`src/rtl/gray_pkg.sv`:
```
// -----------------------------------------------------------------------------
// gray_pkg
// Shared constants and types for the RGB444 -> grayscale pipeline controller.
//   * Luma weights in 6-bit fixed point (value / 64): R=14, G=46, B=5.
//   * Rounding constant added before the /64 truncation (half an LSB).
//   * Controller FSM state encoding.
// -----------------------------------------------------------------------------
package gray_pkg;

    localparam logic [5:0]  W_R     = 6'd14;
    localparam logic [5:0]  W_G     = 6'd46;
    localparam logic [5:0]  W_B     = 6'd5;
    localparam logic [11:0] ROUND_C = 12'd32;

    typedef enum logic [1:0] {
        ST_IDLE  = 2'd0,
        ST_RUN   = 2'd1,
        ST_DRAIN = 2'd2
    } state_e;

endpackage

```
`src/rtl/pipe_stage.sv`:
```
// -----------------------------------------------------------------------------
// pipe_stage
// One valid/ready register slice of parameterised width. The slice loads
// whenever it is empty or its content is being taken downstream, so a full
// pipeline of these sustains one item per cycle and stalls without loss.
// Ports:
//   clk, rst            clock, synchronous active-high reset
//   in_valid_i/in_ready_o/in_data_i     upstream handshake and payload
//   out_valid_o/out_ready_i/out_data_o  downstream handshake and payload
// -----------------------------------------------------------------------------
module pipe_stage #(
    parameter int W = 8
) (
    input  logic         clk,
    input  logic         rst,
    input  logic         in_valid_i,
    output logic         in_ready_o,
    input  logic [W-1:0] in_data_i,
    output logic         out_valid_o,
    input  logic         out_ready_i,
    output logic [W-1:0] out_data_o
);

    logic         valid_q;
    logic [W-1:0] data_q;
    logic         advance;

    assign advance     = !valid_q || out_ready_i;
    assign in_ready_o  = advance;
    assign out_valid_o = valid_q;
    assign out_data_o  = data_q;

    always_ff @(posedge clk) begin
        if (rst) begin
            valid_q <= 1'b0;
            data_q  <= '0;
        end else if (advance) begin
            valid_q <= in_valid_i;
            // Keep the old payload on bubbles; it is never observed anyway.
            if (in_valid_i) begin
                data_q <= in_data_i;
            end
        end
    end

endmodule

```
`src/rtl/gray_pipe_ctrl.sv`:
```
// -----------------------------------------------------------------------------
// gray_pipe_ctrl
// Frame controller for a two-stage RGB444 grayscale / pass-through pipeline.
// A start pulse in IDLE latches the mode and opens the input for PIX_COUNT
// pixels; the last one is tagged and the frame completes when it leaves the
// output, producing a one-cycle done pulse.
// Ports:
//   clk, rst                    clock, synchronous active-high reset
//   start, gray_en              frame start pulse and mode (1 = grayscale)
//   in_valid/in_ready/in_rgb    input pixel stream {r,g,b} 4 bits each
//   out_valid/out_ready/out_rgb/out_last  output stream, last pixel marked
//   busy, done                  not-idle flag, frame completion pulse
// -----------------------------------------------------------------------------
module gray_pipe_ctrl
    import gray_pkg::*;
#(
    parameter int PIX_COUNT = 76800,
    parameter int CNT_W     = 17
) (
    input  logic        clk,
    input  logic        rst,
    input  logic        start,
    input  logic        gray_en,
    input  logic        in_valid,
    output logic        in_ready,
    input  logic [11:0] in_rgb,
    output logic        out_valid,
    input  logic        out_ready,
    output logic [11:0] out_rgb,
    output logic        out_last,
    output logic        busy,
    output logic        done
);

    localparam logic [CNT_W-1:0] LAST_IDX = CNT_W'(PIX_COUNT - 1);

    state_e           state_q, state_d;
    logic [CNT_W-1:0] cnt_q,   cnt_d;
    logic             mode_q,  mode_d;
    logic             done_q,  done_d;

    // Stage-1 interface
    logic        s1_in_valid, s1_ready, s1_valid;
    logic        in_fire, in_is_last;
    logic [11:0] m1_d, m2_d, m3_d;
    logic [36:0] s1_in_data, s1_data;
    logic [11:0] s1_m1, s1_m2, s1_m3;
    logic        s1_last;

    // Stage-2 interface
    logic        s2_ready;
    logic [11:0] sum_d;
    logic [3:0]  gray_d;
    logic [11:0] res_d;
    logic [12:0] s2_in_data, s2_data;
    logic        out_fire;

    // ---------------------------------------------------------------- input
    // Pixels enter only while running; IDLE/DRAIN traffic never reaches stage 1.
    assign s1_in_valid = in_valid && (state_q == ST_RUN);
    assign in_ready    = (state_q == ST_RUN) && s1_ready;
    assign in_fire     = in_valid && in_ready;
    assign in_is_last  = (cnt_q == LAST_IDX);

    // Products for grayscale; in pass-through the raw pixel rides in m1 and
    // the other two lanes are zero, so stage 2 can simply select m1.
    always_comb begin
        if (mode_q) begin
            m1_d = {8'h00, in_rgb[11:8]} * {6'h00, W_R};
            m2_d = {8'h00, in_rgb[7:4]}  * {6'h00, W_G};
            m3_d = {8'h00, in_rgb[3:0]}  * {6'h00, W_B};
        end else begin
            m1_d = in_rgb;
            m2_d = 12'h000;
            m3_d = 12'h000;
        end
    end

    assign s1_in_data = {m1_d, m2_d, m3_d, in_is_last};

    pipe_stage #(.W(37)) u_stage1 (
        .clk         (clk),
        .rst         (rst),
        .in_valid_i  (s1_in_valid),
        .in_ready_o  (s1_ready),
        .in_data_i   (s1_in_data),
        .out_valid_o (s1_valid),
        .out_ready_i (s2_ready),
        .out_data_o  (s1_data)
    );

    assign s1_m1   = s1_data[36:25];
    assign s1_m2   = s1_data[24:13];
    assign s1_m3   = s1_data[12:1];
    assign s1_last = s1_data[0];

    // ---------------------------------------------------------------- adder
    // mode_q is stable for the whole frame and the pipeline is empty when it
    // changes, so stage 2 can use it directly instead of carrying a tag.
    assign sum_d  = s1_m1 + s1_m2 + s1_m3 + ROUND_C;
    assign gray_d = 4'(sum_d >> 6);
    assign res_d  = mode_q ? {gray_d, gray_d, gray_d} : s1_m1;

    assign s2_in_data = {res_d, s1_last};

    pipe_stage #(.W(13)) u_stage2 (
        .clk         (clk),
        .rst         (rst),
        .in_valid_i  (s1_valid),
        .in_ready_o  (s2_ready),
        .in_data_i   (s2_in_data),
        .out_valid_o (out_valid),
        .out_ready_i (out_ready),
        .out_data_o  (s2_data)
    );

    assign out_rgb  = s2_data[12:1];
    assign out_last = s2_data[0];
    assign out_fire = out_valid && out_ready;

    // ---------------------------------------------------------------- FSM
    always_ff @(posedge clk) begin
        if (rst) begin
            state_q <= ST_IDLE;
            cnt_q   <= '0;
            mode_q  <= 1'b0;
            done_q  <= 1'b0;
        end else begin
            state_q <= state_d;
            cnt_q   <= cnt_d;
            mode_q  <= mode_d;
            done_q  <= done_d;
        end
    end

    always_comb begin
        state_d = state_q;
        cnt_d   = cnt_q;
        mode_d  = mode_q;
        done_d  = 1'b0;
        unique case (state_q)
            ST_IDLE: begin
                if (start) begin
                    state_d = ST_RUN;
                    mode_d  = gray_en;
                    cnt_d   = '0;
                end
            end
            ST_RUN: begin
                if (in_fire) begin
                    cnt_d = cnt_q + CNT_W'(1);
                    if (in_is_last) begin
                        state_d = ST_DRAIN;
                    end
                end
            end
            ST_DRAIN: begin
                // start is not looked at here, so a start on the exit cycle is dropped.
                if (out_fire && out_last) begin
                    state_d = ST_IDLE;
                    done_d  = 1'b1;
                end
            end
            default: begin
                state_d = ST_IDLE;
            end
        endcase
    end

    assign busy = (state_q != ST_IDLE);
    assign done = done_q;

endmodule

```
`config.mk`:
```
export PLATFORM = sky130hd
export DESIGN_NAME = gray_pipe_ctrl
export DESIGN_NICKNAME = d
export VERILOG_FILES = /design/src/rtl/gray_pkg.sv /design/src/rtl/pipe_stage.sv /design/src/rtl/gray_pipe_ctrl.sv
export SDC_FILE = /design/constraint.sdc
export NUM_CORES = 1
export LEC_CHECK = 0
export BUFFER_PORTS_ARGS = -buffer_cell sky130_fd_sc_hd__buf_2
export CORE_ASPECT_RATIO = 2
export CORE_MARGIN = 2
export CORE_UTILIZATION = 50
export DETAILED_ROUTE_END_ITERATION = 6
export GPL_TIMING_DRIVEN = 0
export PLACE_DENSITY = 0.66
export REMOVE_ABC_BUFFERS = 1
export SLEW_MARGIN = 20
export SYNTH_ARGS = -nofsm -noshare
export SYNTH_HDL_FRONTEND = slang
export SYNTH_SLANG_ARGS = --single-unit
```
`constraint.sdc`:
```
create_clock -name clk -period 3.68 [get_ports clk]
set_input_delay 0.736 -clock clk [delete_from_list [all_inputs] [get_ports clk]]
set_output_delay 0.736 -clock clk [all_outputs]
set_load 0.05 [all_outputs]
```
-- After elaboration in Yosys (flattened, before gate mapping)
Cells that the tools add are included.
- logic and storage cells: 54
- register bits: 73
- output and inout bits: 17
- bitwise operators: 1
- mux-type cells: 13
- reduce and logical (&&, ||, !) cells: 18
- eq/ne operators: 7
- multipliers: 3
- $add $sub $neg: 4
- operators by type and width (operator ; number):
    17-bit two-way mux ; 2
    17-bit one-hot mux with 2 select lines ; 1
    12-bit two-way mux ; 2
    10-bit adder ; 2
    17-bit by 1-bit adder with 17-bit output, second input constant ; 1
    17-bit equality test, second input constant ; 1
    4-bit by 3-bit multiplier with 7-bit output, second input constant ; 2
    10-bit by 6-bit adder with 10-bit output, second input constant ; 1
    10-bit two-way mux ; 1
    4-bit by 5-bit multiplier with 9-bit output, second input constant ; 1
    2-bit two-way mux ; 4
    2-bit != test, second input constant ; 4
    7-bit two-way mux ; 1
    2-bit one-hot mux with 3 select lines ; 1
    2-bit AND reduction ; 3
    1-bit logical AND ; 5
    4-bit AND reduction ; 1
    2-bit nonzero test ; 2
    3-bit AND reduction ; 1
    2-bit by 1-bit equality test with 1-bit output, second input constant ; 1
    2-bit equality test, second input constant ; 1
    1-bit zero test ; 2
    2-bit zero test ; 1
    1-bit logical OR ; 2
    other kinds (3) ; 3

-- Longest topological paths before layout
Gate-level depths: netlist of the first run.
- depth in word-level cells: 7
- mapped depth: 11
- mapped depth without buffers: 10

-- Cells and area by module
From an unflattened synthesis of the first run, not the netlist that was laid out.
- cells, all modules: 564
- area total of the unflattened synthesis: 4969.8 um^2
- modules (own cells, without submodules) (module ; area each (um^2) ; times used ; cells an instance ; sequential area each (um^2)):
    gray_pipe_ctrl ; 2705.1 ; 1 ; 329 ; 420.4
    pipe_stage at u_stage1 ; 1634.1 ; 1 ; 172 ; 760.7
    pipe_stage at u_stage2 ; 630.6 ; 1 ; 63 ; 280.3

-- Worst setup path after synthesis of the first run
Ideal clock, no wire load.
- kind: input to register
- start point: in in_rgb[5]
- end point: reg u_stage1.data_q[20] (netlist: u_stage1.out_data_o[20])
- arrival time: 2779 ps
- required time: 3610 ps
- setup slack: 830 ps
- cell stages on the path: 10
- setup time: 70 ps
- path through: inv_1 -> fa_1 -> inv_1 -> ha_1 -> fa_1 -> a21o_1 -> a21oi_1 -> xnor2_1 -> nand3_1 -> a21oi_1
- word-level cells in the longest chain between the ends: 2
- ends and longest elaborated chain (element ; line ; text):
    start: declaration ; gray_pipe_ctrl.sv:26 ; input logic [11:0] in_rgb,
    4-bit by 5-bit multiplier with 9-bit output ; gray_pipe_ctrl.sv:70 ; m2_d = {8'h00, in_rgb[7:4]} * {6'h00, W_G};
    10-bit two-way mux ; gray_pipe_ctrl.sv:68 ; if (mode_q) begin
    end signal: assignment ; pipe_stage.sv:41 ; data_q <= in_data_i;
    end: declaration ; pipe_stage.sv:25 ; logic [W-1:0] data_q;
No other way between the ends.
A chain may end at the register's enable or synchronous reset.

-- Worst setup path in the final report of the first run
- start point: reg u_stage1.data_q[31] (netlist: u_stage1.out_data_o[31])
- end point: reg u_stage2.data_q[12] (netlist: u_stage2.out_data_o[12])
- word-level cells in the longest chain between the ends: 4
- ends and longest elaborated chain (element ; line ; text):
    10-bit adder (2 in series) ; gray_pipe_ctrl.sv:100 ; assign sum_d = s1_m1 + s1_m2 + s1_m3 + ROUND_C;
    10-bit by 6-bit adder with 10-bit output ; gray_pipe_ctrl.sv:100 ;
    12-bit two-way mux ; gray_pipe_ctrl.sv:102 ; assign res_d = mode_q ? {gray_d, gray_d, gray_d} : s1_m1;
    end signal: assignment ; pipe_stage.sv:41 ;
    end: declaration ; pipe_stage.sv:25 ;
No other way between the ends.

==> metrics.txt, run 1 <==
core area=7830 um2; Synth Area in Adders=19.4%; reg-to-reg setup timing slack=480 ps; post-synthesis register bit count=65; wire length per cell=14.3 um; R2R cell count=10; Setup-failing EPs final=0; mapped cell area=3970 um2; Post-CTS Hold Fix Bufs=0; Worst Tran Pin Value=909 ps; pre-CTS WS=508 ps; Clock transition at path regs=50 ps; final net count=552; I/O Buffers=34; sw frac=25.9%; first-pass GRT wire length=14,200 um; number of max-slew violations in the final report=0; site row count=46; root buf cell=clkbuf_16; Slew headroom=39.4%; MaxCap Viol Count=0; post-synthesis compound-gate area fraction=11.8%; R2R Path End=u_stage2.out_data_o[12]$_SDFFE_PP0P_; post-synthesis mux area share=1.51%; CP Capture Type=register; Final Hold Fails=0; reg-to-reg critical path startpoint=u_stage1.out_data_o[31]$_SDFFE_PP0P_; met2 wire length=4160 um; largest family of logic cells by synthesized area=simple AND/OR/NAND/NOR gates; Post-synth top flop=dfxtp_1; Tmin final=3200 ps; Die Width=67 um; Reg power frac=40.1%; total setup buffers inserted after CTS=0; final instance area=4490 um2; library cells used by synthesis=49; HP Class=reg2reg; depth of the worst hold-timing path=2; Detailed Place HPWL=5970 um; post-synthesis sequential area ratio=32.8%; most common cell in the netlist=dfxtp_1; die height=130 um; Post-CTS Resized=0; Synth Instances=458; VDD IR-drop max=0.308 mV; Simple-Gate Fraction of Synth Area=22.8%; WL met3=238 um; top-area cell type share of the netlist area=32.8%; WP data arrival=3370 ps; CTS tree=yes; initial antenna violation count=0; RSZ-0062 raised after global routing=no; outcome=finished, final reports clean; CTS sink cnt=65; Post-Route WL=8310 um; Total Routing Usage GR=21.3%; first-pass iteration count of the detailed router=5; DR top layer=met4; skew final=5.47 ps; synth-to-layout area growth=13.0%; remaining routing DRC violations=0; Routed met1 length=3810 um; synth top area cells=dfxtp_1 (33%), ha_1 (12%), fa_1 (7.1%); Tot Pwr=1.85 mW; average cell area after synthesis=8.67 um2; GPL Wtd Cong=0.882; origin of the worst min-delay path=u_stage1.out_data_o[5]$_SDFFE_PP0P_; grt total ovfl=0; hold slack final=448 ps; startpoint types=register; Area after DPL=4200 um2; Starting DRT DRC Count=198; internal power=1.37 mW; Worst Hold Endpoint=u_stage1.out_data_o[5]$_SDFFE_PP0P_; Psw=478 uW; antenna-violating nets left=0; vias=3,209; htree depth=3; Setup WS post-layout=481 ps; critical setup path kind=reg2reg; combinational fraction of design power=14.8%; synth warn=0; die area=8710 um2; Clock Path Buffers=2; vias in the first global route=2,992; largest net degree at the start of global routing=49; Power Density=412 nW/um2; Data required, critical path=3850 ps; part of the cycle the worst path needs=86.9%; LEAKAGE=1.88 nW; clock share of power=45.1%; XOR/XNOR share of the synthesized area=5.52%; worst-path fanout max=9; Vias/cell=5.51; n_diodes=0; cell taking the most area after synthesis=dfxtp_1; async set-reset flop share out of synthesis=0%; synth cell count leaders=dfxtp_1 (65), inv_1 (41), a21oi_1 (40); Inserted Clock Buffers=9; Post-synth EDFFs=0; Max Fclk=0.313 GHz; fraction of layout cells with a size suffix above 1=12.3%; Ports=35; worst skew pair latency=330 ps; sum of negative setup slack=0 ps; initial cell density of the core=50.7%
## through the flow
step,utilization [%],cells
final,57.3,582
after global routing,57.3,582
after CTS,57.3,582
after detailed placement,53.6,566
after global placement,53.2,565
after floorplan,-,435
## kinds of logic (layout without fill, tap and decap cells)
kind of cell / count (synthesis) / after routing
simple gates: 170 / 170
mux: 6 / 6
xor+xnor: 25 / 25
flops: 65 / 65
buf+inv: 64 / 92
fa+ha+maj: 53 / 53
compound gates: 75 / 75
## placed cells by master (no fill, tap or decap), types with 10 or more instances in the layout
cell type,count
nand3_1,23
dfxtp_1,64
inv_1,41
nor4_1,10
nand2_1,36
buf_2,34
nor3_1,14
nor2_1,36
a21oi_1,40
fa_1,14
xnor2_1,22
ha_1,39
## cell type report
| cell class | instances | area, um2 |
|---|---|---|
| inverter | 41 | 154 |
| clock inverter | 3 | 40.0 |
| fill | 779 | 3340 |
| tap | 96 | 120 |
| multi-input combinational | 329 | 2420 |
| clock buffer | 13 | 250 |
| timing repair buffer | 35 | 198 |
| sequential | 65 | 1300 |
## power by group through the flow
stage / sequential [mW] / clock, mW / combinational (mW)
global route: 0.741 / 0.876 / 0.312
global placement: 0.758 / 0 / 0.263
floorplan: 0.770 / 0 / 0.174
finish: 0.739 / 0.833 / 0.274
CTS: 0.739 / 0.847 / 0.277
detailed placement: 0.754 / 0 / 0.274
## state kept, by name (all words and copies together), names as in the netlist
register / flops
u_stage2.out_data_o: 13
u_stage1.out_valid_o: 1
u_stage1.out_data_o: 29
mode_q: 1
cnt_q: 17
state_q: 2
done: 1
u_stage2.out_valid_o: 1
## critical path, cell delays in order, from the launching register on
cell,delay (ps)
dfxtp_1,390
inv_1,70
fa_1,480
inv_1,50
ha_1,300
ha_1,420
a211oi_1,310
o22ai_1,160
o31ai_1,190
nor3b_1,540
nor4_1,120
## worst max-delay path by stage
stage / cells past startpoint / startpoint / slack, ps / end
after detailed placement: 11 / in_rgb[5] / 510 / u_stage1.out_data_o[20]$_SDFFE_PP0P_
after CTS: 10 / u_stage1.out_data_o[31]$_SDFFE_PP0P_ / 510 / u_stage2.out_data_o[12]$_SDFFE_PP0P_
after global placement: 11 / in_rgb[5] / 460 / u_stage1.out_data_o[20]$_SDFFE_PP0P_
final: 10 / u_stage1.out_data_o[31]$_SDFFE_PP0P_ / 480 / u_stage2.out_data_o[12]$_SDFFE_PP0P_
after floorplan: 10 / in_rgb[5] / 790 / u_stage1.out_data_o[20]$_SDFFE_PP0P_
after global routing: 10 / u_stage1.out_data_o[7]$_SDFFE_PP0P_ / 270 / u_stage2.out_data_o[12]$_SDFFE_PP0P_
## routing by layer
metal / track usage [%] / vias up
met1: 27.5 / 1513
met2: 35.1 / 51
li1: - / 1636
met5: 0 / -
met4: 7.80 / 0
met3: 3.45 / 9
No activity file was read; power rests on OpenSTA's default activity.
==> inputs of run 2 (changes only) <==
- CORE_ASPECT_RATIO: 2 -> 1.4
- CTS_BUF_LIST: default -> sky130_fd_sc_hd__clkbuf_8 sky130_fd_sc_hd__clkbuf_16
==> run 2 against run 1 <==
Against the previous run: sequential power barely moved; wire length grew 0.32%; maximum frequency up 1.2%; largest power group is now sequential cells; highest routed layer unchanged; clock skew barely moved; core utilization is 0.67 points lower; via count up 1.1%; combinational power hardly changed; clock power is 30% lower; critical path depth is the same; flip-flop and latch count did not move; non-clock buffer count did not move; hold slack better by 1.7 ps.
==> metrics.txt, run 2 (synthesis results as in run 1) <==
# placed instances=570 (was 566); met1 usage in global routing=25.6% (was 27.5%); RSZ-0062 raised after global routing=no (unchanged); MaxCap Viol Count=0 (unchanged); Data required, critical path=3880 ps (was 3850 ps); vias=3,245 (was 3,209); outcome=finished, final reports clean (unchanged); Post-CTS Hold Fix Bufs=0 (unchanged); die height=109 um (was 130 um); GPL Wtd Cong=0.810 (was 0.882); critical path, cell by cell=inv_1 > fa_1 > inv_1 > ha_1 > ha_1 > a211oi_1 > o22ai_1 > o31ai_1 > nor3b_1 > nor4_1 (unchanged); Post-Route WL=8340 um (was 8310 um); initial cell density of the core=51.2% (was 50.7%); Post-CTS Resized=0 (unchanged); worst path bufs/invs=2 (unchanged); Slew headroom=40.1% (was 39.4%); Tmin final=3160 ps (was 3200 ps); CTS tree=yes (unchanged); Inserted Clock Buffers=9 (unchanged); Clock transition at path regs=70 ps (was 50 ps); reg-to-reg setup timing slack=520 ps (was 480 ps); Max Fclk=0.316 GHz (was 0.313 GHz); Final Hold Fails=0 (unchanged); first-pass GRT wire length=14,300 um (was 14,200 um); storage element area=1300 um2 (unchanged); Total Routing Usage GR=21.1% (was 21.3%); core area=7750 um2 (was 7830 um2); final net count=552 (unchanged); n_diodes=0 (unchanged); site row count=38 (was 46); startpoint types=register (unchanged); met2 Usage GRT=37.0% (was 35.1%); critical setup path kind=reg2reg (unchanged); Setup-failing EPs final=0 (unchanged); VDD IR-drop max=0.300 mV (was 0.308 mV); Crit-path slowest cell=nor3b_1 (unchanged); skew final=5.70 ps (was 5.47 ps); remaining routing DRC violations=0 (unchanged); most frequent cells in the layout=dfxtp_1 (64), inv_1 (44), a21oi_1 (40) (was dfxtp_1 (64), inv_1 (41), a21oi_1 (40)); cell family with most CP delay=adder cells (unchanged); sum of negative setup slack=0 ps (unchanged); HP Class=reg2reg (unchanged); htree depth=3 (unchanged); first-pass iteration count of the detailed router=4 (was 5); number of max-slew violations in the final report=0 (unchanged); Power Density=364 nW/um2 (was 412 nW/um2); Detailed Place HPWL=6240 um (was 5970 um); grt total ovfl=0 (unchanged); worst skew pair latency=350 ps (was 330 ps); total setup buffers inserted after CTS=0 (unchanged); die area=8680 um2 (was 8710 um2); commonest non-fill, non-tap cell in the layout=dfxtp_1 (unchanged); max incr delay on CP=520 ps (was 540 ps); Die Width=79.3 um (was 67 um); wire length per cell=14.2 um (was 14.3 um); global routing's busiest layer=met2 (unchanged); Clock Path Buffers=2 (unchanged); part of the cycle the worst path needs=85.9% (was 86.9%); synth-to-layout area growth=10.6% (was 13.0%); Starting DRT DRC Count=159 (was 198); Vias/cell=5.54 (was 5.51); worst-path fanout max=9 (unchanged); max FFs per register=29 (unchanged); initial antenna violation count=0 (unchanged); number of fill cells=704 (was 779); WP data arrival=3360 ps (was 3370 ps); largest net degree at the start of global routing=49 (unchanged); antenna-violating nets left=0 (unchanged); LEAKAGE=1.85 nW (was 1.88 nW); met3 GRT Util=3.94% (was 3.45%); vias in the first global route=3,129 (was 2,992); Ports=35 (unchanged); fraction of layout cells with a size suffix above 1=12.3% (unchanged); Worst Tran Pin Value=898 ps (was 909 ps); I/O Buffers=34 (unchanged); CTS sink cnt=65 (unchanged); Layout Cells excl Fill=586 (was 582); root buf cell=clkbuf_8 (was clkbuf_16); Tot Pwr=1.60 mW (was 1.85 mW); CP Capture Type=register (unchanged); Multi-input gate area=2420 um2 (unchanged)
run 2: per-stage QoR:
step / utilization, % / instance area [um2] / worst slack (ps) / hold WS [ps]
global route: 56.6 / 4390 / 306 / 468
floorplan: - / 3870 / 794 / 421
CTS: 56.6 / 4390 / 562 / 454
detailed placement: 54.2 / 4200 / 495 / 444
finish: 56.6 / 4390 / 519 / 450
global placement: 53.8 / 4170 / 448 / 438
run 2: final cells by class:
class / instances / area share, %
clock buffer: 10 / 3.14
inverter: 41 / 3.51
multi-input combinational: 329 / 55.2
tap: 100 / 2.85
clock inverter: 6 / 1.17
timing repair buffer: 35 / 4.50
sequential: 65 / 29.7
run 2: routing by layer:
metal / wire [um] / up-vias / share of wire [%]
met4: 155 / 0 / 1.9
li1: - / 1633 / -
met2: 4240 / 63 / 51
met1: 3620 / 1534 / 43
met3: 324 / 15 / 3.9
met5: 0 / - / 0
run 2: report_power, final:
part           switching (mW)  internal, mW  total, mW
registers              0.0168         0.720      0.737
clock network           0.265         0.322      0.587
logic                   0.167         0.106      0.273
run 2: path summary, 6_finish.rpt:
path / startpoint / end / cells past startpoint
max: u_stage1.out_data_o[31]$_SDFFE_PP0P_ / u_stage2.out_data_o[12]$_SDFFE_PP0P_ / 10
min: u_stage1.out_data_o[1]$_SDFFE_PP0P_ / u_stage1.out_data_o[1]$_SDFFE_PP0P_ / 2
max reg2reg: u_stage1.out_data_o[31]$_SDFFE_PP0P_ / u_stage2.out_data_o[12]$_SDFFE_PP0P_ / 10
min reg2reg: u_stage1.out_data_o[1]$_SDFFE_PP0P_ / u_stage1.out_data_o[1]$_SDFFE_PP0P_ / 2
run 2: worst register-to-register path, cell delays in order, from the launching register on:
cell,delay [ps]
dfxtp_1,390
inv_1,70
fa_1,480
inv_1,40
ha_1,280
ha_1,420
a211oi_1,320
o22ai_1,160
o31ai_1,200
nor3b_1,520
nor4_1,120
